**src/rtl/riscv_core_fetch_aligner_if.sv**
```systemverilog
// Bundle of fetch-side, redirect and decoder-side signals around the fetch aligner.
// The slave modport is the aligner's view; master is the surrounding pipeline's view.
interface riscv_core_fetch_aligner_if #(
    parameter int unsigned XLEN = 64
);
    logic [31:0]     i_aligner_fetch_data;
    logic            i_aligner_fetch_valid;
    logic            o_aligner_fetch_ready;
    logic            i_aligner_redirect_valid;
    logic [XLEN-1:0] i_aligner_redirect_pc;
    logic [31:0]     o_aligner_instr;
    logic [XLEN-1:0] o_aligner_pc;
    logic            o_aligner_valid;
    logic            i_aligner_ready;

    modport slave (
        input  i_aligner_fetch_data,
        input  i_aligner_fetch_valid,
        output o_aligner_fetch_ready,
        input  i_aligner_redirect_valid,
        input  i_aligner_redirect_pc,
        output o_aligner_instr,
        output o_aligner_pc,
        output o_aligner_valid,
        input  i_aligner_ready
    );

    modport master (
        output i_aligner_fetch_data,
        output i_aligner_fetch_valid,
        input  o_aligner_fetch_ready,
        output i_aligner_redirect_valid,
        output i_aligner_redirect_pc,
        input  o_aligner_instr,
        input  o_aligner_pc,
        input  o_aligner_valid,
        output i_aligner_ready
    );
endinterface

```
**src/rtl/riscv_core_fetch_aligner.sv**
```systemverilog
// Turns word-aligned fetch words into one instruction per beat, handling RVC halfwords
// and 32-bit instructions that straddle two fetch words; flushes on redirect.
module riscv_core_fetch_aligner #(
    parameter int unsigned     XLEN     = 64,
    parameter logic [XLEN-1:0] RESET_PC = 64'h0000_1000
) (
    input logic                       i_clk,
    input logic                       i_rst,
    riscv_core_fetch_aligner_if.slave aligner_if
);

    typedef enum logic {
        ST_EMPTY,
        ST_HALF
    } state_e;

    state_e          r_state,   w_state_nxt;
    logic            r_skip,    w_skip_nxt;
    logic [15:0]     r_buf,     w_buf_nxt;
    logic [XLEN-1:0] r_next_pc, w_next_pc_nxt;
    logic [31:0]     r_instr,   w_instr_nxt;
    logic [XLEN-1:0] r_pc,      w_pc_nxt;
    logic            r_valid,   w_valid_nxt;

    logic            w_slot_free;
    logic            w_fetch_ready;
    logic            w_emit;
    logic [31:0]     w_word;
    logic            w_unused_redirect_bit0;

    function automatic logic is_rvc(input logic [15:0] hw);
        return hw[1:0] != 2'b11;
    endfunction

    assign w_word                 = aligner_if.i_aligner_fetch_data;
    assign w_slot_free            = !r_valid || aligner_if.i_aligner_ready;
    assign w_unused_redirect_bit0 = aligner_if.i_aligner_redirect_pc[0];

    always_comb begin
        // NOTE: every signal written here gets a default first, so no path can infer a latch.
        w_state_nxt   = r_state;
        w_skip_nxt    = r_skip;
        w_buf_nxt     = r_buf;
        w_next_pc_nxt = r_next_pc;
        w_instr_nxt   = r_instr;
        w_pc_nxt      = r_pc;
        w_valid_nxt   = r_valid && !aligner_if.i_aligner_ready;
        w_fetch_ready = 1'b0;
        w_emit        = 1'b0;

        if (aligner_if.i_aligner_redirect_valid) begin
            // Redirect wins over everything, including a stalled beat that was never delivered.
            w_state_nxt   = ST_EMPTY;
            w_skip_nxt    = aligner_if.i_aligner_redirect_pc[1];
            w_next_pc_nxt = {aligner_if.i_aligner_redirect_pc[XLEN-1:1], 1'b0};
            w_valid_nxt   = 1'b0;
        end else begin
            case (r_state)
                ST_EMPTY: begin
                    if (r_skip) begin
                        w_fetch_ready = 1'b1;
                        if (aligner_if.i_aligner_fetch_valid) begin
                            w_buf_nxt   = w_word[31:16];
                            w_state_nxt = ST_HALF;
                            w_skip_nxt  = 1'b0;
                        end
                    end else begin
                        w_fetch_ready = w_slot_free;
                        if (aligner_if.i_aligner_fetch_valid && w_slot_free) begin
                            w_emit   = 1'b1;
                            w_pc_nxt = r_next_pc;
                            if (is_rvc(w_word[15:0])) begin
                                w_instr_nxt   = {16'h0000, w_word[15:0]};
                                w_buf_nxt     = w_word[31:16];
                                w_state_nxt   = ST_HALF;
                                w_next_pc_nxt = r_next_pc + XLEN'(2);
                            end else begin
                                w_instr_nxt   = w_word;
                                w_next_pc_nxt = r_next_pc + XLEN'(4);
                            end
                        end
                    end
                end
                ST_HALF: begin
                    if (is_rvc(r_buf)) begin
                        // Drain the buffered RVC before taking another word.
                        if (w_slot_free) begin
                            w_emit        = 1'b1;
                            w_pc_nxt      = r_next_pc;
                            w_instr_nxt   = {16'h0000, r_buf};
                            w_state_nxt   = ST_EMPTY;
                            w_next_pc_nxt = r_next_pc + XLEN'(2);
                        end
                    end else begin
                        w_fetch_ready = w_slot_free;
                        if (aligner_if.i_aligner_fetch_valid && w_slot_free) begin
                            w_emit        = 1'b1;
                            w_pc_nxt      = r_next_pc;
                            w_instr_nxt   = {w_word[15:0], r_buf};
                            w_buf_nxt     = w_word[31:16];
                            w_next_pc_nxt = r_next_pc + XLEN'(4);
                        end
                    end
                end
                default: w_state_nxt = ST_EMPTY;
            endcase
        end

        if (w_emit) begin
            w_valid_nxt = 1'b1;
        end
    end

    // NOTE: sequential state uses non-blocking assignments so all registers update together.
    always_ff @(posedge i_clk or posedge i_rst) begin
        if (i_rst) begin
            r_state   <= ST_EMPTY;
            r_skip    <= RESET_PC[1];
            r_buf     <= 16'h0000;
            r_next_pc <= {RESET_PC[XLEN-1:1], 1'b0};
            r_instr   <= 32'h0000_0000;
            r_pc      <= RESET_PC;
            r_valid   <= 1'b0;
        end else begin
            r_state   <= w_state_nxt;
            r_skip    <= w_skip_nxt;
            r_buf     <= w_buf_nxt;
            r_next_pc <= w_next_pc_nxt;
            r_instr   <= w_instr_nxt;
            r_pc      <= w_pc_nxt;
            r_valid   <= w_valid_nxt;
        end
    end

    assign aligner_if.o_aligner_fetch_ready = w_fetch_ready;
    assign aligner_if.o_aligner_instr       = r_instr;
    assign aligner_if.o_aligner_pc          = r_pc;
    assign aligner_if.o_aligner_valid       = r_valid;

endmodule

```
**src/flat_wrapper.sv**
```systemverilog
// flat-port wrapper written by rule: the top's interface ports become plain ports
module riscv_core_fetch_aligner_flat 
#(
    parameter int unsigned     XLEN     = 64,
    parameter logic [XLEN-1:0] RESET_PC = 64'h0000_1000
)
  (i_clk, i_rst, aligner_if_i_aligner_fetch_data, aligner_if_i_aligner_fetch_valid, aligner_if_o_aligner_fetch_ready, aligner_if_i_aligner_redirect_valid, aligner_if_i_aligner_redirect_pc, aligner_if_o_aligner_instr, aligner_if_o_aligner_pc, aligner_if_o_aligner_valid, aligner_if_i_aligner_ready);
  riscv_core_fetch_aligner_if #(.XLEN(XLEN)) aligner_if_i ();
  input logic i_clk;
  input logic i_rst;
  input wire logic [$bits(aligner_if_i.i_aligner_fetch_data)-1:0] aligner_if_i_aligner_fetch_data;
  input wire logic [$bits(aligner_if_i.i_aligner_fetch_valid)-1:0] aligner_if_i_aligner_fetch_valid;
  output wire logic [$bits(aligner_if_i.o_aligner_fetch_ready)-1:0] aligner_if_o_aligner_fetch_ready;
  input wire logic [$bits(aligner_if_i.i_aligner_redirect_valid)-1:0] aligner_if_i_aligner_redirect_valid;
  input wire logic [$bits(aligner_if_i.i_aligner_redirect_pc)-1:0] aligner_if_i_aligner_redirect_pc;
  output wire logic [$bits(aligner_if_i.o_aligner_instr)-1:0] aligner_if_o_aligner_instr;
  output wire logic [$bits(aligner_if_i.o_aligner_pc)-1:0] aligner_if_o_aligner_pc;
  output wire logic [$bits(aligner_if_i.o_aligner_valid)-1:0] aligner_if_o_aligner_valid;
  input wire logic [$bits(aligner_if_i.i_aligner_ready)-1:0] aligner_if_i_aligner_ready;
  assign aligner_if_i.i_aligner_fetch_data = aligner_if_i_aligner_fetch_data;
  assign aligner_if_i.i_aligner_fetch_valid = aligner_if_i_aligner_fetch_valid;
  assign aligner_if_o_aligner_fetch_ready = aligner_if_i.o_aligner_fetch_ready;
  assign aligner_if_i.i_aligner_redirect_valid = aligner_if_i_aligner_redirect_valid;
  assign aligner_if_i.i_aligner_redirect_pc = aligner_if_i_aligner_redirect_pc;
  assign aligner_if_o_aligner_instr = aligner_if_i.o_aligner_instr;
  assign aligner_if_o_aligner_pc = aligner_if_i.o_aligner_pc;
  assign aligner_if_o_aligner_valid = aligner_if_i.o_aligner_valid;
  assign aligner_if_i.i_aligner_ready = aligner_if_i_aligner_ready;
  riscv_core_fetch_aligner #(.XLEN(XLEN), .RESET_PC(RESET_PC)) u_core (.i_clk(i_clk), .i_rst(i_rst), .aligner_if(aligner_if_i));
endmodule
```
**config.mk**
```make
export PLATFORM = sky130hd
export DESIGN_NAME = riscv_core_fetch_aligner_flat
export DESIGN_NICKNAME = d
export VERILOG_FILES = /design/src/rtl/riscv_core_fetch_aligner_if.sv /design/src/rtl/riscv_core_fetch_aligner.sv /design/src/flat_wrapper.sv
export SDC_FILE = /design/constraint.sdc
export NUM_CORES = 1
export LEC_CHECK = 0
export CAP_MARGIN = 0
export CORE_UTILIZATION = 40
export CTS_CLUSTER_SIZE = 28
export DETAILED_ROUTE_END_ITERATION = 8
export PLACE_DENSITY = 0.66
export SYNTH_ARGS = -nofsm -noshare
export SYNTH_HDL_FRONTEND = slang
export SYNTH_SLANG_ARGS = --single-unit
```
**constraint.sdc**
```tcl
create_clock -name i_clk -period 18.5 [get_ports i_clk]
set_input_delay 5.55 -clock i_clk [delete_from_list [all_inputs] [get_ports i_clk]]
set_output_delay 5.55 -clock i_clk [all_outputs]
set_load 0.05 [all_outputs]
```
==> impl_metrics.yaml <==
clock_tree:
  path_clk_slew_ns: 0.07
  cts-resized-gates: 0
  cts_setup_buffers: 0
  h-tree-depth: 4
  cts_tree: "built"
  numCtsBuffers: 17
  clock_latency_ns: 0.44
  cts.sinks: 178
  cts_root_buffer: "clkbuf_16"
  hold_buffers: 0
  ctsLongestPathBuffers: 2
worst_hold_path:
  hp-start: "u_core.aligner_if.o_aligner_pc[12]"
  min_path_cells: 2
  holdPathEnd: "u_core.aligner_if.o_aligner_pc[12]"
  min_path_type: "flop to flop"
synthesis:
  yosys.area_share.simple: 0.266
  yosysMostFrequentCell: "nand2_1"
  yosysTopAreaCell: "dfrtp_1"
  synth_top_area_share: 0.492
  synthTopCellsByArea: "dfrtp_1, nand2_1, nand4_1, o21ai_0, nor2_1"
  syn_nets: 1082
  synth_compound_area_frac: 0.149
  synthMuxAreaShare: 0.0404
  synth_edf_count: 0
  synth_cells: 979
  synthXorXnorAreaFrac: 0.00881
  async_flop_share: 1.00
  yosys_warnings: 0
  yosysUniqueCellTypes: 76
  synth_common_cells: "nand2_1, dfrtp_1, nor2_1"
  syn_area_um2: 8950
  synth.avg_cell_area_um2: 9.14
  synthAdderAreaFrac: 0.00280
  ys_seq_area_frac: 0.498
  synthFlopType: "dfrtp_1"
  synth_top_family_by_area: "simple AND/OR/NAND/NOR gates"
  ys_ff_latch: 178
placed_design:
  numPlacedInstances: 1405
  gp_congestion: 0.917
  dp_hpwl_um: 19400
  post_dp_cell_area_um2: 11100
  pre_cts_ws_ns: 5.32
  port_buffers: 197
sta:
  finalSetupViolCount: 0
  finClkSkew_ns: 0.0112
  maxSlewHeadroom: 0.198
  final.min_clock_period_ns: 13.18
  fmax_mhz: 75.9
  layout_setup_ws_ns: 5.32
  rsz0062_at_grt: "false"
  finalHoldViolCount: 0
  setup_tns_ns: 0
  tightest_slew_ns: 1.20
  period_share: 0.713
  hold_slack_ns: 0.471
  drv_slew: 0
die:
  die_height_um: 152
  core_um2: 21900
  start_util: 0.409
  die-area_um2: 23000
  ios: 199
  chipWidth_um: 152
  row_count: 54
detailed_routing:
  avgViaCountPerCell: 5.84
  drt_first_pass_iters: 5
  wl_per_cell_um: 19.6
  drc: 0
  drt_iter0_markers: 708
  vias: 8403
  wl_um: 28200
  ant_nets: 0
setup_path:
  r2r_slack_ns: 15.12
  path_cells: "clkdlybuf4s50_1 > nand2b_1 > nand3_1 > a21oi_1 > clkdlybuf4s50_1"
  required_ns: 12.95
  critPathLaunchType: "primary input"
  timing.rr.start: "u_core.r_state"
  reg2regPathDepth: 6
  reg2reg_to: "u_core.r_next_pc[38]"
  critical_path_class: "primary input to output port"
  crit_start: "aligner_if_i_aligner_ready"
  worst_path_max_delay_cell: "clkdlybuf4s50_1"
  path_common_cell: "clkdlybuf4s50_1"
  critPathMaxStageDelay_ns: 0.85
  crit_path_end_kind: "output port"
  cp_max_fo: 10
  arrival_ns: 7.63
finish:
  fin_cells: 1438
  layout.nets: 1247
  fin_util: 0.534
  nFillCells: 2054
  areaGrowthSynthToFinish_pct: 30.8
  final_layout_size_suffix_gt1_frac: 0.0752
  fin_area_um2: 11700
grt:
  antenna_found_initial: 2
  grt_use_total: 0.251
  grt_max_degree: 89
  grt_first_pass_wirelength_um: 44200
  grt_pass1_vias: 7947
  grt_overflow_total: 0
run_status:
  status: "complete, no violations"
pwr:
  p_total_mw: 1.43
  power_density_nw_per_um2: 123
  ir_worst_vdd_v: 0.0000696
  leakage_nw: 4.74
run:
  max_cap_viol_count: 0
[logic make-up (layout without fill, tap and decap cells)]
group | Yosys count | in the layout
flops | 178 | 178
buf+inv | 75 | 253
fa+ha+maj | 2 | 2
mux | 34 | 34
other cells | 0 | 1
xor+xnor | 9 | 9
compound gates | 182 | 182
simple gates | 499 | 499
[layer usage]
metal | vias up | wire (µm) | global-route usage
li1 | 3884 | - | -
met1 | 4065 | 12000 | 0.335
met2 | 392 | 12900 | 0.393
met3 | 60 | 2540 | 0.0692
met4 | 2 | 740 | 0.0797
met5 | - | 11 | 0
[critical path, delay by kind of cell]
kind / cells / cell delay [ns]
compound gates: 1 / 0.19
buf+inv: 2 / 1.30
simple gates: 2 / 0.58
[power by group]
part           internal (mW)  leakage (nW)  switching (mW)
clock                  0.204         0.282           0.162
sequential             0.473          2.18          0.0644
combinational          0.178          2.28           0.352
[cell usage in the layout (no fill, tap or decap), types with 5 or more instances in the layout]
cell / count
a21oi_1: 5
a221oi_1: 16
a31oi_1: 10
and2_1: 6
and3_1: 8
and4_1: 5
buf_4: 10
clkbuf_16: 17
clkdlybuf4s50_1: 196
clkinv_4: 5
dfrtp_1: 176
inv_1: 12
mux2_2: 17
mux2i_1: 17
nand2_1: 256
nand3_1: 40
nand4_1: 45
nor2_1: 66
nor2b_1: 6
nor3_1: 14
nor4_1: 9
o211ai_1: 27
o21ai_0: 51
o311ai_0: 19
o31a_1: 7
o31ai_1: 9
or2_2: 7
or3_1: 6
or4_1: 11
xor2_1: 5
[worst max-delay path by stage]
stage | end | slack, ns | depth (start not counted)
after floorplan | aligner_if_o_aligner_fetch_ready | 5.85 | 5
after global placement | aligner_if_o_aligner_fetch_ready | 5.35 | 5
after detailed placement | aligner_if_o_aligner_fetch_ready | 5.32 | 5
after CTS | aligner_if_o_aligner_fetch_ready | 5.31 | 5
after global routing | aligner_if_o_aligner_fetch_ready | 5.17 | 5
final | aligner_if_o_aligner_fetch_ready | 5.32 | 5
[flip-flops by register name (all words and copies together) (netlist names)]
| signal | flops |
|---|---|
| u_core.aligner_if.o_aligner_pc | 64 |
| u_core.r_next_pc | 63 |
| u_core.r_buf | 16 |
| u_core.r_state | 1 |
| u_core.aligner_if.o_aligner_valid | 1 |
| u_core.r_skip | 1 |
| u_core.aligner_if.o_aligner_instr | 32 |
[area by class of cell]
class / count / area, µm² / share of cell area
flip-flops and latches: 178 / 4460 / 0.381
multi-input cells: 726 / 4210 / 0.360
repair buffers: 207 / 2040 / 0.175
clock buffers: 21 / 450 / 0.0385
well taps: 280 / 350 / 0.0299
clock inverters: 11 / 130 / 0.0111
inverters: 14 / 57.6 / 0.00492
diodes: 1 / 2.50 / 0.000214
Power figures use the tool's default switching activity.
